`src/rtl/ram_port_arbiter.sv`:
```
// Two-port round-robin arbiter and access sequencer for the 512 x 32 main-memory RAM.
// Port 0 is instruction fetch, port 1 is load/store; one access is in flight at a time.
module ram_port_arbiter #(
    parameter int AW            = 9,
    parameter int DW            = 32,
    parameter int ACCESS_CYCLES = 1
) (
    input  logic          clk,
    input  logic          clr,

    input  logic          p0_req,
    input  logic          p0_we,
    input  logic [AW-1:0] p0_addr,
    input  logic [DW-1:0] p0_wdata,
    output logic          p0_ack,
    output logic [DW-1:0] p0_rdata,

    input  logic          p1_req,
    input  logic          p1_we,
    input  logic [AW-1:0] p1_addr,
    input  logic [DW-1:0] p1_wdata,
    output logic          p1_ack,
    output logic [DW-1:0] p1_rdata,

    output logic          mem_read,
    output logic          mem_write,
    output logic [AW-1:0] mem_addr,
    output logic [DW-1:0] mem_d,
    input  logic [DW-1:0] mem_q,

    output logic          busy,
    output logic          grant
);

    // A zero-cycle access cannot exist, so it runs as one; the counter tops out at 15.
    localparam int CW         = 4;
    localparam int EFF_CYCLES = (ACCESS_CYCLES < 1)  ? 1 :
                                (ACCESS_CYCLES > 15) ? 15 : ACCESS_CYCLES;
    localparam logic [CW-1:0] CNT_LOAD = CW'(EFF_CYCLES - 1);

    typedef enum logic [1:0] {
        IDLE,
        ACCESS,
        RESP
    } state_t;

    typedef struct packed {
        logic          we;
        logic [AW-1:0] addr;
        logic [DW-1:0] wdata;
    } req_t;

    state_t        state;
    logic [CW-1:0] cnt;
    logic          any_req;
    logic          win;
    req_t          sel;

    assign any_req = p0_req | p1_req;

    // On a tie the port that did not win last time goes next.
    always_comb begin
        // NOTE: every output of a combinational block gets a default first, so no path can infer a latch.
        win = 1'b0;
        if (p0_req && p1_req) begin
            win = ~grant;
        end else if (p1_req) begin
            win = 1'b1;
        end
        sel = win ? {p1_we, p1_addr, p1_wdata} : {p0_we, p0_addr, p0_wdata};
    end

    always_ff @(posedge clk or negedge clr) begin
        if (!clr) begin
            state     <= IDLE;
            cnt       <= '0;
            grant     <= 1'b1;
            busy      <= 1'b0;
            mem_read  <= 1'b0;
            mem_write <= 1'b0;
            mem_addr  <= '0;
            mem_d     <= '0;
            p0_ack    <= 1'b0;
            p1_ack    <= 1'b0;
            // NOTE: the read-data holding registers are plain flops, not RAM, so they take the reset value too.
            p0_rdata  <= '0;
            p1_rdata  <= '0;
        end else begin
            // NOTE: state is updated with non-blocking assignments so every flop sees pre-edge values.
            p0_ack <= 1'b0;
            p1_ack <= 1'b0;
            case (state)
                IDLE: begin
                    if (any_req) begin
                        grant     <= win;
                        mem_addr  <= sel.addr;
                        mem_d     <= sel.wdata;
                        mem_write <= sel.we;
                        mem_read  <= ~sel.we;
                        cnt       <= CNT_LOAD;
                        busy      <= 1'b1;
                        state     <= ACCESS;
                    end
                end
                ACCESS: begin
                    if (cnt == '0) begin
                        if (mem_read) begin
                            if (grant) begin
                                p1_rdata <= mem_q;
                            end else begin
                                p0_rdata <= mem_q;
                            end
                        end
                        mem_read  <= 1'b0;
                        mem_write <= 1'b0;
                        state     <= RESP;
                    end else begin
                        cnt <= cnt - 1'b1;
                    end
                end
                RESP: begin
                    // Requests are not re-evaluated here; the ack lands as the FSM returns to IDLE.
                    p0_ack <= ~grant;
                    p1_ack <= grant;
                    busy   <= 1'b0;
                    state  <= IDLE;
                end
                default: begin
                    state <= IDLE;
                end
            endcase
        end
    end

    strobes_exclusive: assert property (@(posedge clk) disable iff (!clr) !(mem_read && mem_write));
    acks_exclusive:    assert property (@(posedge clk) disable iff (!clr) !(p0_ack && p1_ack));

endmodule

```
`config.mk`:
```
export PLATFORM = sky130hd
export DESIGN_NAME = ram_port_arbiter
export DESIGN_NICKNAME = d
export VERILOG_FILES = /design/src/rtl/ram_port_arbiter.sv
export SDC_FILE = /design/constraint.sdc
export NUM_CORES = 1
export LEC_CHECK = 0
export BUFFER_PORTS_ARGS = -buffer_cell sky130_fd_sc_hd__buf_4
export CAP_MARGIN = 20
export CORE_UTILIZATION = 50
export DETAILED_ROUTE_END_ITERATION = 10
export GPL_TIMING_DRIVEN = 0
export PLACE_DENSITY = 0.85
export REMOVE_ABC_BUFFERS = 1
export SLEW_MARGIN = 20
export SYNTH_ARGS = -nofsm -noshare
export SYNTH_HDL_FRONTEND = slang
export SYNTH_SLANG_ARGS = --single-unit
```
`constraint.sdc`:
```
create_clock -name clk -period 4.3 [get_ports clk]
set_input_delay 1.29 -clock clk [delete_from_list [all_inputs] [get_ports clk]]
set_output_delay 1.29 -clock clk [all_outputs]
set_load 0.005 [all_outputs]
```
### Word level (Yosys, flattened, before mapping)

Index checks and enable logic that the tools add are counted.

* memory bits (read-only): 0
* latch bits: 0
* flip-flop bits (word level): 117
* memories: 0
* RAM bits: 0

* bitwise operators: 3
* multiplexer cells: 18
* order comparisons: 0
* multipliers: 0
* shift-type cells: 0
* add/subtract/negate cells: 1
* reductions and logical operators: 12
* div/mod/pow operators: 0
* eq/ne operators: 5

Operators with widths (number)
* 42-bit two-way mux: 1
* 1-bit two-way mux: 8
* 4-bit two-way mux: 2
* 4-bit one-hot mux with 2 select lines: 1
* 4-bit AND reduction: 2
* 2-bit != test (second input constant): 3
* 1-bit one-hot mux with 2 select lines: 3
* 2-bit AND reduction: 3
* 3-bit AND reduction: 2
* 4-bit logical NOT: 1
* 2-bit two-way mux: 2
* 2-bit one-hot mux with 2 select lines: 1
* 2-bit nonzero test: 2
* 4-bit by 1-bit subtractor with 4-bit output (second input constant): 1
* 2-bit by 1-bit == test with 1-bit output (second input constant): 1
* 2-bit == test (second input constant): 1
* 2-bit logical NOT: 1
* 1-bit NOT: 2
* 1-bit logical AND: 1
* 1-bit OR: 1

### Logic depth before layout (Yosys ltp)

Gate-level depths: netlist of run 1.

* depth after elaboration: 6
* mapped depth: 6

### Least setup slack after synthesis of run 1

OpenSTA, ideal clock, no wires.

* path kind: in2reg
* start point: input port p1_req
* end point: register mem_addr[0]
* arrival time: 2445 ps
* buffers on the path: 1
* data required time: 4175 ps
* setup slack: 1731 ps
* setup time: 125 ps
* stages: 4
* cells stage by stage: a21boi_1 -> buf_2 -> mux2_2 -> mux2_2

* longest elaborated chain between the ends: 3
* elaborated cells on any way between the ends: 6
* classes of those cells: 3 x mux; 1 x bitwise; 2 x reduce/logical

Ends and longest elaborated chain
* start: declaration: line 18 `input logic p1_req,`
* 1-bit two-way mux or 1-bit logical AND (tied branches): line 67, 65
* 1-bit two-way mux: line 65 `if (p0_req && p1_req) begin`
* 42-bit two-way mux: line 70 `sel = win ? {p1_we, p1_addr, p1_wdata} : {p0_we, p0_addr, p0_wdata};`
* end signal: assignment: line 96 `mem_addr <= sel.addr;`
* end: declaration: line 27 `output logic [AW-1:0] mem_addr,`

Parallel ways exist; a longest one is shown, timed or not.
A chain may end at the register's enable or synchronous reset.

### Worst setup path after layout of run 1

* start point: register grant
* end point: output port grant

RTL lines
* start: declaration: line 32 `output logic grant`
* start signal: assignment: line 95 `grant <= win;`

No word-level cell between the ends.

==> reports/results.txt, run 1 <==
Crit path depth -> 1
worst-margin pin slew -> 0.618 ns
TritonCTS clock tree -> built
postcts setup bufs -> 0
Fin. Hold Viols -> 0
Comb power frac -> 38.6%
CP Max Fanout -> 7
H-tree levels -> 4
WL met1 -> 4390 µm
critical path class -> reg -> out
Crit Reg-Reg Startpoint -> cnt[0]
unrepaired setup endpoints after global routing -> false
Top Ports -> 231
Clk pin slew, worst setup/hold paths -> 0.06 ns
Clock power frac -> 24.5%
vias per cell -> 5.11
Max-cap violations -> 0
DR pass1 iterations -> 4
Synth area leaders -> dfrtp_1 59%, mux2_2 33%, buf_2 0.81%
port bufs -> 230
min Tclk post-route -> 2.53 ns
sequential share of power -> 36.9%
cts hold-fix bufs -> 0
GRT Util Overall -> 25.5%
P_leak -> 3.52 nW
Layout area overhead -> 50.7%
CTS resizes -> 0
endpoints failing setup -> 0
CTS Buffer Depth -> 2
Peak Freq -> 395 MHz
largest net degree at the start of global routing -> 65
R2R Setup Slk -> 2.01 ns
status -> finished clean
max incr delay on CP -> 0.61 ns
met3 routed WL -> 1340 µm
Buf+Inv Stages, Crit Path -> 1
Worst IR Drop VDD -> 0.000471 V
DR iter-0 viols -> 74
final wirelength -> 12600 µm
clk root buf -> clkbuf_8
WL per Instance -> 17.8 µm
vias -> 3606
sw power -> 0.00152 W
largest delay contributor family on the critical path -> flip-flops
timing endpoint of the critical path -> grant
CTS Sinks -> 117
vias in the first global route -> 3975
highest routed layer -> met4
Final period util -> 58.9%
Chip Height -> 102 µm
HP Class -> reg -> reg
total internal power -> 0.00374 W
Critical Path Start Type -> register
Site Rows -> 35
core area -> 9420 µm²
Yosys reg bits -> 117
DPL Wire Length -> 9460 µm
GR Overflow Total -> 0
Distinct cells, synth -> 29
Reg2Reg Depth -> 7
r2r endpoint -> p1_rdata[20]
Die ar. -> 10300 µm²
Final nets -> 685
first-pass GRT wire length -> 19600 µm
worst clock skew -> 0.0112 ns
mapped cell area -> 4950 µm²
Sw Ratio -> 28.9%
setup TNS -> 0 ns
Routed Antenna Nets -> 0
Arr. time, crit path -> 1.24 ns
Critical Path End Type -> output pin
Total Power -> 0.00526 W
Synth area leader -> dfrtp_1
global placement routability congestion -> 0.742
die width -> 102 µm
max_slew headroom -> 58.7%
hold_ws -> 0.486 ns
P per Cell Area -> 704 nW/µm²
post-synthesis sequential area ratio -> 59.1%
syn_area_per_cell -> 15.4 µm²
WP data required -> 3.01 ns
Starting Density -> 52.6%
Residual DRC -> 0
initial antenna violation count -> 0
CP max stage cell -> dfstp_2
crit-path cells -> buf_4
share of the synthesized area in the top cell type -> 58.6%
number of buffers created by CTS -> 17
diodes inserted -> 0
Max Slew Vio Count -> 0
DR WL met2 -> 6610 µm
synth warn -> 0
Syn Inst Count -> 322
Skew-Pair Late Insertion Delay -> 0.50 ns
layout cells sized above 1 -> 72.7%
CP startpoint -> grant
power groups by stage:
stage	logic [W]	registers [W]	clock network, W
after floorplan	0.000825	0.00196	0
after global placement	0.00194	0.00191	0
after detailed placement	0.00204	0.00195	0
after CTS	0.00205	0.00194	0.00132
after global routing	0.00218	0.00201	0.00136
final	0.00203	0.00194	0.00129
metal layers:
metal	GRT usage, %	vias to the layer above
met1	24.6	1789
met5	0	-
li1	-	1642
met3	11.7	16
met2	47.3	159
met4	9.14	0
sequential cells by signal, summed over array words and instances, names as in the netlist:
register	flops
mem_d	32
p0_rdata	32
p1_ack	1
busy	1
grant	1
p0_ack	1
cnt	4
mem_addr	9
p1_rdata	32
state	2
mem_read	1
mem_write	1
area by class of cell:
cell class | count | area, µm²
Clock buffer | 18 | 428
Clock inverter | 13 | 128
Fill cell | 604 | 1950
Inverter | 3 | 11.3
Multi-Input combinational cell | 186 | 1920
Sequential cell | 117 | 2930
Tap cell | 129 | 161
Timing Repair Buffer | 239 | 1880
placed cells by master, fill, tap and decap left out, types with 4 or more instances in the layout:
cell type and count:
buf_4 229, nor2_1 6, o21ai_0 4, dfrtp_1 116, nand2_1 5, buf_6 4
clkbuf_16 16, mux2i_1 4, o22ai_1 4, clkinvlp_4 6, mux2_2 144
per-stage QoR:
| stage | cell area [µm²] | worst slack, ns | instances | utilization (%) |
|---|---|---|---|---|
| after floorplan | 4850 | 0.141 | 306 | - |
| after detailed placement | 6910 | 1.26 | 674 | 73.4 |
| after global placement | 6730 | -0.869 | 665 | 71.5 |
| after global routing | 7460 | 1.73 | 705 | 79.3 |
| final | 7460 | 1.77 | 705 | 79.3 |
| after CTS | 7460 | 1.74 | 705 | 79.3 |
cells in the mapped netlist:
cell type,n
a21boi_1,1
a21oi_1,1
a31oi_1,1
buf_2,8
buf_4,4
buf_6,3
clkbuf_1,1
dfrtp_1,116
dfstp_2,1
ha_1,1
inv_1,3
mux2_1,2
mux2_2,144
mux2i_1,4
nand2_1,5
nand2b_1,3
nand4b_1,1
nor2_1,6
nor2_2,1
nor2b_1,1
nor3_1,1
nor3_4,1
nor3b_1,1
o21ai_0,4
o221ai_1,1
o22ai_1,4
o2bb2ai_1,1
or2_0,1
or3b_4,1
logic make-up after synthesis:
kind of cell	after synthesis	synth area share (%)
compound gates	13	1.64
simple gates	22	2.58
flops	117	59.1
mux	150	34.0
buf+inv	19	2.40
fa+ha+maj	1	0.253
worst min-delay path by stage:
| stage | end | startpoint | cells after the start |
|---|---|---|---|
| after floorplan | busy | busy | 2 |
| after global placement | busy | busy | 2 |
| after detailed placement | p1_rdata[22] | p1_rdata[22] | 1 |
| after CTS | p1_rdata[22] | p1_rdata[22] | 1 |
| after global routing | p1_rdata[22] | p1_rdata[22] | 1 |
| final | p1_rdata[22] | p1_rdata[22] | 1 |
Power figures use the tool's default switching activity.
==> run 2, diff against run 1 <==
--- a/config.mk
+++ b/config.mk
@@ -5,12 +5,13 @@
 export SDC_FILE = /design/constraint.sdc
 export NUM_CORES = 1
 export LEC_CHECK = 0
+export ABC_AREA = 1
 export BUFFER_PORTS_ARGS = -buffer_cell sky130_fd_sc_hd__buf_4
 export CAP_MARGIN = 20
-export CORE_UTILIZATION = 50
+export CORE_UTILIZATION = 42
 export DETAILED_ROUTE_END_ITERATION = 10
 export GPL_TIMING_DRIVEN = 0
-export PLACE_DENSITY = 0.85
+export PLACE_DENSITY = 0.76
 export REMOVE_ABC_BUFFERS = 1
 export SLEW_MARGIN = 20
 export SYNTH_ARGS = -nofsm -noshare
==> constraint.sdc (replaced) <==
create_clock -name clk -period 2.3 [get_ports clk]
set_input_delay 0.69 -clock clk [delete_from_list [all_inputs] [get_ports clk]]
set_output_delay 0.69 -clock clk [all_outputs]
set_load 0.005 [all_outputs]
==> run 2 against run 1 <==
  * Register-to-register slack lost 1.8 ns
  * Setup slack lost 1.6 ns
  * Global-route usage shrank 0.97 points
  * Highest routed layer unchanged
  * Wire length grew 19%
  * Clock power grew 120%
  * Power grew 110%
  * Critical path depth grew 4
  * Non-clock buffer count shrank 2
==> reports/results.txt, run 2 <==
mapped cell area -> 4910 µm²
DR pass1 iterations -> 7
CP Max Fanout -> 44
most common cell after layout, fill and taps aside -> buf_4
Layout area overhead -> 51.1%
Worst IR Drop VDD -> 0.000901 V
Synth area leader -> dfrtp_1
port bufs -> 230
multi-input logic area -> 1780 µm²
P per Cell Area -> 1470 nW/µm²
Critical Path End Type -> register
vias -> 4739
CTS Buffer Depth -> 2
highest routed layer -> met4
r2r endpoint -> mem_d[20]
Final nets -> 913
DR iter-0 viols -> 302
number of buffers created by CTS -> 17
Critical Path Start Type -> register
Total Power -> 0.0109 W
Clk pin slew, worst setup/hold paths -> 0.05 ns
Max Slew Vio Count -> 0
final wirelength -> 14900 µm
worst clock skew -> 0.00675 ns
syn_area_per_cell -> 8.66 µm²
total internal power -> 0.00715 W
pre-CTS WS -> -0.496 ns
Arr. time, crit path -> 2.37 ns
die width -> 110 µm
global placement routability congestion -> 0.780
Max-cap violations -> 0
vias per cell -> 5.00
CTS Sinks -> 117
first-pass GRT wire length -> 22200 µm
met3 routed WL -> 1620 µm
Top Ports -> 231
sw power -> 0.00376 W
vias in the first global route -> 4611
FILL cells -> 969
WL per Instance -> 15.7 µm
post-synthesis sequential area ratio -> 59.6%
top cells by count, synth -> 221 x nand2_1, 116 x dfrtp_1, 51 x nor2_1, 46 x o21ai_0, 40 x o21ai_1
Synth async-reset ratio -> 100%
GR Overflow Total -> 0
Regs by FF count -> mem_d x32, p0_rdata x32, p1_rdata x32
Sw Ratio -> 34.4%
Comb power frac -> 39.2%
final worst setup slack -> 0.216 ns
Synth area leaders -> dfrtp_1 59%, nand2_1 17%, o21ai_0 4.7%
Distinct cells, synth -> 24
critical path class -> reg -> reg
unrepaired setup endpoints after global routing -> false
Routed Antenna Nets -> 0
HP Class -> in -> async
top-count cell post-synth -> nand2_1
H-tree levels -> 4
setup TNS -> 0 ns
layout cells sized above 1 -> 35.2%
WP data required -> 2.59 ns
Crit Reg-Reg Startpoint -> grant
Die ar. -> 12100 µm²
most frequent cells in the layout -> 233 x buf_4, 221 x nand2_1, 116 x dfrtp_1, 51 x nor2_1, 46 x o21ai_0
Reg2Reg Depth -> 5
hold_ws -> 0.185 ns
Fin. Hold Viols -> 0
DR WL met2 -> 7200 µm
Starting Density -> 43.0%
core area -> 11400 µm²
min Tclk post-route -> 2.08 ns
top_reg_cell synth -> dfrtp_1
WL met1 -> 5820 µm
Site Rows -> 39
GRT Util Overall -> 24.5%
synth warn -> 0
TritonCTS clock tree -> built
DPL Wire Length -> 9910 µm
worst-margin pin slew -> 0.821 ns
largest net degree at the start of global routing -> 78
share of the synthesized area in the top cell type -> 59.1%
Yosys reg bits -> 117
Chip Height -> 110 µm
initial antenna violation count -> 0
post-route cell area -> 7420 µm²
diodes inserted -> 0
dpl cell area -> 6700 µm²
Skew-Pair Late Insertion Delay -> 0.41 ns
endpoints failing setup -> 0
Clock power frac -> 26.5%
Post-synth EDFFs -> 0
max_slew headroom -> 45.1%
status -> finished clean
sequential share of power -> 34.3%
FF+latch area -> 2930 µm²
R2R Setup Slk -> 0.22 ns
P_leak -> 3.86 nW
clk root buf -> clkbuf_16
Final period util -> 90.6%
Residual DRC -> 0
Syn Inst Count -> 567
Peak Freq -> 480 MHz
[run 2: changes by cell type after synthesis, sizes merged, moves of 6 or more]
| cell | before | now |
|---|---|---|
| nand3 | 0 | 38 |
| nor2 | 7 | 54 |
| nand2 | 5 | 223 |
| clkbuf | 1 | 7 |
| inv | 3 | 12 |
| buf | 15 | 25 |
| o21ai | 4 | 87 |
| mux2 | 146 | 0 |
[run 2: power groups by stage]
stage               registers [W]  logic, W  clock network (W)
global route              0.00387   0.00480            0.00302
detailed placement        0.00375   0.00417                  0
finish                    0.00374   0.00427            0.00288
floorplan                 0.00376   0.00169                  0
CTS                       0.00374   0.00424            0.00292
global placement          0.00370   0.00396                  0
[run 2: worst max-delay path, stage by stage (launching register included)]
cell and delay, ns:
dfstp_2 0.59, nand2_1 0.10, nand2_4 0.39, inv_2 0.40
o21ai_0 0.36, o21ai_1 0.09
[run 2: logic make-up after synthesis]
family,share of synthesized area (%)
buf+inv,4.82
simple gates,25.9
xor+xnor,0.178
fa+ha+maj,0.255
flops,59.6
compound gates,9.17
[run 2: what timing repair did]
action | CTS | global route
hold buffers | 0 | 0
endpoints found under the setup margin | 85 | 44
gates cloned | 1 | 0
setup buffers | 0 | 5
pin swaps | 2 | 1
gates resized for setup | 3 | 0
[run 2: cell type report]
class,instances,area share (%)
Clock inverter,14,2.80
Multi-Input combinational cell,407,24.0
Clock buffer,18,5.92
Inverter,12,0.658
Sequential cell,117,39.5
Timing Repair Buffer,237,24.7
Tap cell,143,2.41
[run 2: worst max path at each step]
stage	start	slack, ns	to
floorplan	p1_req	-0.47	mem_write
global placement	p1_req	-1.85	mem_addr[6]
detailed placement	p1_req	-0.50	mem_d[20]
CTS	state[1]	-0.13	mem_d[20]
global route	grant	0.05	mem_addr[6]
finish	grant	0.22	mem_d[20]
[run 2: through the flow]
stage	instances	util, %
after floorplan	535	-
after detailed placement	910	58.6
final	948	65.0
after global routing	948	65.0
after CTS	943	64.5
after global placement	908	58.0
[run 2: routing by layer]
layer / vias to the layer above / GRT usage, %
met2: 226 / 40.9
met1: 2230 / 27.8
met3: 25 / 10.5
met5: - / 0
met4: 0 / 9.68
li1: 2258 / -
